## src/rtl/debug_dump_seq.sv

```systemverilog
// Debug-dump sequencer: streams header, regs, latches, memory window and cycle count MSB-byte-first to a UART.
// Latency: first o_tx_start 2 cycles after i_start; one byte every >=4 cycles; memory words cost 2 extra cycles.
// Backpressure: waits for i_tx_done to fall then rise per byte. DEBUG_DUMP_CHECKSUM_EN appends an XOR checksum byte.
module debug_dump_seq #(
    parameter int UART_BITS  = 8,
    parameter int WORD_BITS  = 32,
    parameter int NUM_REGS   = 32,
    parameter int LATCH_BITS = 256,
    parameter int CNT_BITS   = 32,
    parameter int ADDR_BITS  = 10
) (
    input  logic                          clk,
    input  logic                          rst,
    input  logic                          i_start,
    input  logic [3:0]                    i_mask,
    input  logic [ADDR_BITS-1:0]          i_mem_base,
    input  logic [ADDR_BITS:0]            i_mem_count,
    input  logic                          i_tx_done,
    input  logic [NUM_REGS*WORD_BITS-1:0] i_rf_regs,
    input  logic [LATCH_BITS-1:0]         i_latches,
    input  logic [WORD_BITS-1:0]          i_mem_data,
    input  logic [CNT_BITS-1:0]           i_clk_count,
    output logic                          o_debug_read_data,
    output logic [ADDR_BITS-1:0]          o_debug_read_address,
    output logic                          o_tx_start,
    output logic [UART_BITS-1:0]          o_tx_data,
    output logic                          o_busy,
    output logic                          o_done
);

    localparam int WORD_BYTES = WORD_BITS / UART_BITS;
    localparam int RF_BITS    = NUM_REGS * WORD_BITS;
    localparam int REG_BYTES  = NUM_REGS * WORD_BYTES;
    localparam int LAT_BYTES  = (LATCH_BITS + UART_BITS - 1) / UART_BITS;
    localparam int LAT_PAD    = LAT_BYTES * UART_BITS;
    localparam int CNT_BYTES  = CNT_BITS / UART_BITS;
    localparam int BL_W       = 16;

    localparam logic [2:0] SEC_HDR  = 3'd0;
    localparam logic [2:0] SEC_REGS = 3'd1;
    localparam logic [2:0] SEC_LAT  = 3'd2;
    localparam logic [2:0] SEC_MEM  = 3'd3;
    localparam logic [2:0] SEC_CNT  = 3'd4;
    localparam logic [2:0] SEC_CKS  = 3'd5;
    localparam logic [2:0] SEC_END  = 3'd6;

    typedef enum logic [3:0] {
        S_IDLE,
        S_HDR,
        S_LOAD,
        S_SEND,
        S_WAIT_BUSY,
        S_WAIT_DONE,
        S_MEM_REQ,
        S_MEM_WAIT,
`ifdef DEBUG_DUMP_CHECKSUM_EN
        S_CKSUM,
`endif
        S_DONE
    } state_e;

    state_e                state_q, state_d;
    logic [2:0]            sec_q, sec_d;
    logic [BL_W-1:0]       byte_left_q, byte_left_d;
    logic [ADDR_BITS:0]    words_left_q, words_left_d;
    logic [ADDR_BITS-1:0]  mem_addr_q, mem_addr_d;
    logic [3:0]            mask_q, mask_d;
    logic [RF_BITS-1:0]    regs_q, regs_d;
    logic [LAT_PAD-1:0]    lat_q, lat_d;
    logic [CNT_BITS-1:0]   cnt_q, cnt_d;
    logic [WORD_BITS-1:0]  word_q, word_d;
    logic [UART_BITS-1:0]  cksum_q, cksum_d;
    logic                  tx_start_q, tx_start_d;
    logic [UART_BITS-1:0]  tx_data_q, tx_data_d;
    logic                  rd_q, rd_d;
    logic [ADDR_BITS-1:0]  rd_addr_q, rd_addr_d;
    logic                  busy_q, busy_d;
    logic                  done_q, done_d;

    logic [UART_BITS-1:0]  hdr_byte;
    logic [UART_BITS-1:0]  load_byte;
    logic [2:0]            nsec;

    // Later assignments win, so the earliest enabled section after cur is chosen.
    function automatic logic [2:0] next_sec(input logic [2:0] cur, input logic [3:0] m,
                                            input logic mem_nz);
        logic [2:0] n;
        n = SEC_END;
        if (cur < SEC_CNT && m[0])           n = SEC_CNT;
        if (cur < SEC_MEM && m[1] && mem_nz) n = SEC_MEM;
        if (cur < SEC_LAT && m[2])           n = SEC_LAT;
        if (cur < SEC_REGS && m[3])          n = SEC_REGS;
        return n;
    endfunction

    always_comb begin
        state_d      = state_q;
        sec_d        = sec_q;
        byte_left_d  = byte_left_q;
        words_left_d = words_left_q;
        mem_addr_d   = mem_addr_q;
        mask_d       = mask_q;
        regs_d       = regs_q;
        lat_d        = lat_q;
        cnt_d        = cnt_q;
        word_d       = word_q;
        cksum_d      = cksum_q;
        tx_start_d   = 1'b0;
        tx_data_d    = tx_data_q;
        rd_d         = 1'b0;
        rd_addr_d    = rd_addr_q;
        busy_d       = busy_q;
        done_d       = 1'b0;
        nsec         = SEC_END;

        hdr_byte = UART_BITS'({4'hA, mask_q});
        case (sec_q)
            SEC_REGS: load_byte = regs_q[RF_BITS-1 -: UART_BITS];
            SEC_LAT:  load_byte = lat_q[LAT_PAD-1 -: UART_BITS];
            SEC_MEM:  load_byte = word_q[WORD_BITS-1 -: UART_BITS];
            default:  load_byte = cnt_q[CNT_BITS-1 -: UART_BITS];
        endcase

        case (state_q)
            S_IDLE: begin
                if (i_start) begin
                    mask_d       = i_mask;
                    mem_addr_d   = i_mem_base;
                    words_left_d = i_mem_count;
                    regs_d       = i_rf_regs;
                    lat_d        = LAT_PAD'(i_latches);
                    cnt_d        = i_clk_count;
                    busy_d       = 1'b1;
                    state_d      = S_HDR;
                end
            end
            S_HDR: begin
                tx_data_d   = hdr_byte;
                cksum_d     = hdr_byte;
                tx_start_d  = 1'b1;
                sec_d       = SEC_HDR;
                byte_left_d = '0;
                state_d     = S_SEND;
            end
            S_LOAD: begin
                tx_data_d   = load_byte;
                cksum_d     = cksum_q ^ load_byte;
                tx_start_d  = 1'b1;
                byte_left_d = byte_left_q - BL_W'(1);
                case (sec_q)
                    SEC_REGS: regs_d = regs_q << UART_BITS;
                    SEC_LAT:  lat_d  = lat_q << UART_BITS;
                    SEC_MEM:  word_d = word_q << UART_BITS;
                    default:  cnt_d  = cnt_q << UART_BITS;
                endcase
                state_d = S_SEND;
            end
            S_SEND: state_d = S_WAIT_BUSY;
            S_WAIT_BUSY: begin
                if (!i_tx_done) state_d = S_WAIT_DONE;
            end
            S_WAIT_DONE: begin
                if (i_tx_done) begin
                    if (byte_left_q != '0) begin
                        state_d = S_LOAD;
                    end else if (sec_q == SEC_MEM && words_left_q != '0) begin
                        rd_d      = 1'b1;
                        rd_addr_d = mem_addr_q;
                        state_d   = S_MEM_REQ;
                    end else begin
                        nsec  = (sec_q == SEC_CKS) ? SEC_END
                                                   : next_sec(sec_q, mask_q, words_left_q != '0);
                        sec_d = nsec;
                        case (nsec)
                            SEC_REGS: begin
                                byte_left_d = BL_W'(REG_BYTES);
                                state_d     = S_LOAD;
                            end
                            SEC_LAT: begin
                                byte_left_d = BL_W'(LAT_BYTES);
                                state_d     = S_LOAD;
                            end
                            SEC_MEM: begin
                                rd_d      = 1'b1;
                                rd_addr_d = mem_addr_q;
                                state_d   = S_MEM_REQ;
                            end
                            SEC_CNT: begin
                                byte_left_d = BL_W'(CNT_BYTES);
                                state_d     = S_LOAD;
                            end
                            default: begin
`ifdef DEBUG_DUMP_CHECKSUM_EN
                                if (sec_q != SEC_CKS) begin
                                    state_d = S_CKSUM;
                                end else begin
                                    done_d  = 1'b1;
                                    busy_d  = 1'b0;
                                    state_d = S_DONE;
                                end
`else
                                done_d  = 1'b1;
                                busy_d  = 1'b0;
                                state_d = S_DONE;
`endif
                            end
                        endcase
                    end
                end
            end
            S_MEM_REQ: state_d = S_MEM_WAIT;
            S_MEM_WAIT: begin
                // Read data is valid the cycle after the strobe.
                word_d       = i_mem_data;
                byte_left_d  = BL_W'(WORD_BYTES);
                mem_addr_d   = mem_addr_q + ADDR_BITS'(1);
                words_left_d = words_left_q - (ADDR_BITS+1)'(1);
                state_d      = S_LOAD;
            end
`ifdef DEBUG_DUMP_CHECKSUM_EN
            S_CKSUM: begin
                tx_data_d   = cksum_q;
                tx_start_d  = 1'b1;
                sec_d       = SEC_CKS;
                byte_left_d = '0;
                state_d     = S_SEND;
            end
`endif
            S_DONE:  state_d = S_IDLE;
            default: state_d = S_IDLE;
        endcase
    end

    always_ff @(posedge clk or posedge rst) begin
        if (rst) begin
            state_q      <= S_IDLE;
            sec_q        <= SEC_HDR;
            byte_left_q  <= '0;
            words_left_q <= '0;
            mem_addr_q   <= '0;
            mask_q       <= '0;
            regs_q       <= '0;
            lat_q        <= '0;
            cnt_q        <= '0;
            word_q       <= '0;
            cksum_q      <= '0;
            tx_start_q   <= 1'b0;
            tx_data_q    <= '0;
            rd_q         <= 1'b0;
            rd_addr_q    <= '0;
            busy_q       <= 1'b0;
            done_q       <= 1'b0;
        end else begin
            state_q      <= state_d;
            sec_q        <= sec_d;
            byte_left_q  <= byte_left_d;
            words_left_q <= words_left_d;
            mem_addr_q   <= mem_addr_d;
            mask_q       <= mask_d;
            regs_q       <= regs_d;
            lat_q        <= lat_d;
            cnt_q        <= cnt_d;
            word_q       <= word_d;
            cksum_q      <= cksum_d;
            tx_start_q   <= tx_start_d;
            tx_data_q    <= tx_data_d;
            rd_q         <= rd_d;
            rd_addr_q    <= rd_addr_d;
            busy_q       <= busy_d;
            done_q       <= done_d;
        end
    end

    assign o_tx_start           = tx_start_q;
    assign o_tx_data            = tx_data_q;
    assign o_debug_read_data    = rd_q;
    assign o_debug_read_address = rd_addr_q;
    assign o_busy               = busy_q;
    assign o_done               = done_q;

endmodule

```

## config.mk

```make
export PLATFORM = sky130hd
export DESIGN_NAME = debug_dump_seq
export DESIGN_NICKNAME = d
export VERILOG_FILES = /design/src/rtl/debug_dump_seq.sv
export SDC_FILE = /design/constraint.sdc
export NUM_CORES = 2
export LEC_CHECK = 0
export BUFFER_PORTS_ARGS = -buffer_cell sky130_fd_sc_hd__buf_2
export CORE_AREA = 3 3 549 551
export CTS_BUF_LIST = sky130_fd_sc_hd__clkbuf_2 sky130_fd_sc_hd__clkbuf_4 sky130_fd_sc_hd__clkbuf_8
export DETAILED_ROUTE_END_ITERATION = 6
export DIE_AREA = 0 0 552 554
export PLACE_DENSITY = 0.41
export SLEW_MARGIN = 0
export SYNTH_ARGS = -nofsm -noshare
export SYNTH_HDL_FRONTEND = slang
export SYNTH_SLANG_ARGS = --single-unit
```

## constraint.sdc

```tcl
create_clock -name clk -period 114.9 [get_ports clk]
set_input_delay 17.235 -clock clk [delete_from_list [all_inputs] [get_ports clk]]
set_output_delay 17.235 -clock clk [all_outputs]
set_load 0.005 [all_outputs]
```

==> results.py <==
metrics = {
    "synth": {
        "avgSynthCellArea_um2": 8.59,
        "synth-edff-count": 0,
        "synth_nets": 8769,
        "ys.flop_type": "dfrtp_1",
        "synth_cell_type_count": 72,
        "ys_top_cells_by_area": "dfrtp_1 (56%), nand2_1 (14%), a31oi_1 (10%)",
        "syn_inst": 7392,
        "yosysWarnings": 0,
        "synth_top_area_cell": "dfrtp_1",
        "synth_top_area_share_pct": 55.7,
        "async_flop_share_pct": 100,
        "syn_area_um2": 63500,
        "ys_seq_area_share_pct": 55.7,
        "synth_seq_cells": 1414,
    },
    "cts": {
        "post_cts_resized": 0,
        "cts_tree": "done",
        "cts_setup_buffers": 0,
        "cts_buffers": 286,
        "root_buffer": "clkbuf_8",
        "insertion_delay_ns": 0.96,
        "path_clk_slew_ns": 0.06,
        "cts_hold_buf": 0,
        "htreeDepth": 5,
        "clk_path_buf_depth": 4,
        "cts_sinks": 1414,
    },
    "worst_setup_path": {
        "critPathLaunch": "i_start",
        "slowest_delay_ns": 0.87,
        "crit_buf_inv": 9,
        "critPathRequiredTime_ns": 115.75,
        "r2r_start": "state_q[2]",
        "path_cells": "buf_2 -> nor2b_1 -> o21a_4 -> buf_4 -> buf_4 -> buf_12 -> buf_4 -> buf_4 -> buf_4 -> buf_4 -> buf_4 -> nor2_1 -> a31oi_1",
        "end_kind": "flip-flop",
        "crit_type": "input port to flip-flop",
        "start_kind": "input port",
        "crit_fanout": 234,
        "arrival_ns": 25.32,
        "critPathTopFamily": "buffers and inverters",
        "crit_top_cell": "buf_4",
        "cp_slowest_cell": "buf_4",
    },
    "layout": {
        "nNetsFinal": 9945,
        "layout_commonest_cell": "nand2_1",
        "drive_gt1_share_pct": 22.9,
        "fillCellCount": 32803,
        "area_growth_pct": 26.1,
        "final_cell_mix": "nand2_1 (2431), dfrtp_1 (1414), buf_2 (1394), nor2_1 (1084), a31oi_1 (1046)",
        "design_area_um2": 80100,
    },
    "floorplan": {
        "die_w_um": 552,
        "fp-row-count": 200,
        "dieArea_um2": 306000,
        "core-area_um2": 297000,
        "initial_utilization_pct": 21.4,
        "die_h_um": 554,
        "io_pins": 1395,
    },
    "route": {
        "postRouteAntennaNets": 0,
        "vias_per_cell": 4.55,
        "routed_wl_um": 270000,
        "drt_iter0_drc": 4773,
        "drc": 0,
        "firstDrtPassIters": 6,
        "vias": 58193,
        "wl_per_cell_um": 21.1,
    },
    "power_and_ir_drop": {
        "ir_drop_mv": 0.0432,
        "p_leak_nw": 36.2,
        "power_density_nw_per_um2": 27.8,
    },
    "global_routing": {
        "grt_pass1_vias": 57765,
        "grt_overflow": 0,
        "grtUsageTotal_pct": 17.0,
        "antenna_found_initial": 291,
        "grt_max_degree": 263,
        "grt_first_pass_wirelength_um": 393000,
    },
    "sta": {
        "relSlewSlack_pct": 23.9,
        "setup_viol": 0,
        "fin_crit_sh_pct": 21.3,
        "tightest_slew_ns": 1.14,
        "min_period_ns": 24.46,
        "rsz0062_at_grt": "false",
        "clock.fmax_ghz": 0.0409,
        "layout_setup_ws_ns": 90.44,
        "setup_tns_ns": 0,
        "slew_viol_final": 0,
        "hold_violations": 0,
        "skew_ns": 0.0342,
    },
    "placed_design": {
        "place_hpwl_um": 196000,
        "routabilityCongestion": 0.893,
        "preCtsSetupSlack_ns": 89.56,
        "place_area_um2": 73900,
        "port_buffers": 1394,
    },
    "run_status": {
        "status": "finished clean",
    },
    "worst_hold_path": {
        "worstHoldPathType": "flip-flop to flip-flop",
        "min_from": "o_tx_data[4]",
    },
    "flow_run": {
        "cap_violations": 0,
    },
}
==> state kept, by name (all words and copies together), names as in the netlist <==
signal                cells
lat_q                   256
o_debug_read_address     10
o_tx_data                 8
words_left_q             11
o_tx_start                1
mask_q                    4
o_busy                    1
o_debug_read_data         1
word_q                   32
cnt_q                    32
sec_q                     3
byte_left_q              16
o_done                    1
mem_addr_q               10
regs_q                 1024
state_q                   4
==> synth_stat cells, types with 3 or more instances <==
cell type  count
nor4_1         8
mux2_2        12
mux2i_1      279
nand2b_1       6
or3_1          7
o21a_1         4
buf_6          4
o21ai_0      309
o211ai_1       4
buf_2         29
a22o_1        16
and3_1         3
o22a_1         4
a2111oi_0      4
buf_1         31
a31oi_1     1046
and2_1         3
nor3_1        13
or4_2          3
a21oi_1       27
or3_2          4
nand3_1       26
nor2b_1        6
and2b_2        3
a21o_1         3
inv_1         13
dfrtp_1     1414
o22ai_1        6
nand2_1     2432
clkbuf_1     516
nor2_1      1085
a22oi_1        4
ha_1           4
o211a_1        3
a211oi_1       8
a311oi_1       4
==> kinds of logic after synthesis <==
logic type / count (synthesis) / synth area share, %
AO/OA/AOI/OAI: 1465 / 14.0
XOR/XNOR: 1 / 0.0138
multiplexers: 291 / 4.61
buffers and inverters: 595 / 3.65
AND/OR/NAND/NOR: 3622 / 21.9
flip-flops: 1414 / 55.7
adder cells (fa/ha/maj): 4 / 0.0788
==> routing by layer <==
layer	global-route usage [%]	wire length [um]	vias to the layer above
li1	-	-	27421
met1	20.8	111000	27921
met2	28.4	128000	1962
met3	5.57	21000	707
met4	4.59	7890	182
met5	0	1140	-
==> metrics by stage <==
step	util, %	power [mW]	instances	hold WS, ns
after floorplan	-	1.43	7392	0.439
after global placement	24.9	1.67	12219	0.456
after detailed placement	24.9	1.69	12219	0.453
after CTS	26.9	2.26	12706	0.466
after global routing	26.9	2.41	12747	0.485
final	27.0	2.22	12795	0.463
==> tightest hold or removal path: stages (launching register included) <==
cell and delay (ns):
dfrtp_1 0.33, nand2_1 0.05, nand2_1 0.05
==> worst paths after layout <==
path / slack (ns) / endpoint / cells past startpoint
worst max-delay path: 90.44 / regs_q[350] / 13
worst min-delay path: 0.46 / o_tx_data[4] / 2
worst max register to register: 105.80 / regs_q[350] / 12
worst min register to register: 0.46 / o_tx_data[4] / 2
max in group asynchronous: 93.09 / regs_q[662] / 8
min in group asynchronous: 16.38 / regs_q[97] / 2
==> power breakdown <==
part	internal, mW	switching (mW)
Sequential	0.741	0.155
Combinational	0.277	0.496
Clock	0.315	0.240
Total	1.33	0.890
==> layout make-up <==
type	instances	area, um2	share of cell area, %
diodes	89	223	0.278
clock buffers	444	5570	6.96
clock inverters	43	383	0.478
inverters	13	56.3	0.0703
multi-input cells	5383	25900	32.3
flip-flops and latches	1414	35400	44.2
well taps	3939	4930	6.15
repair buffers	1470	7660	9.56
No activity file was read; power rests on OpenSTA's default activity.
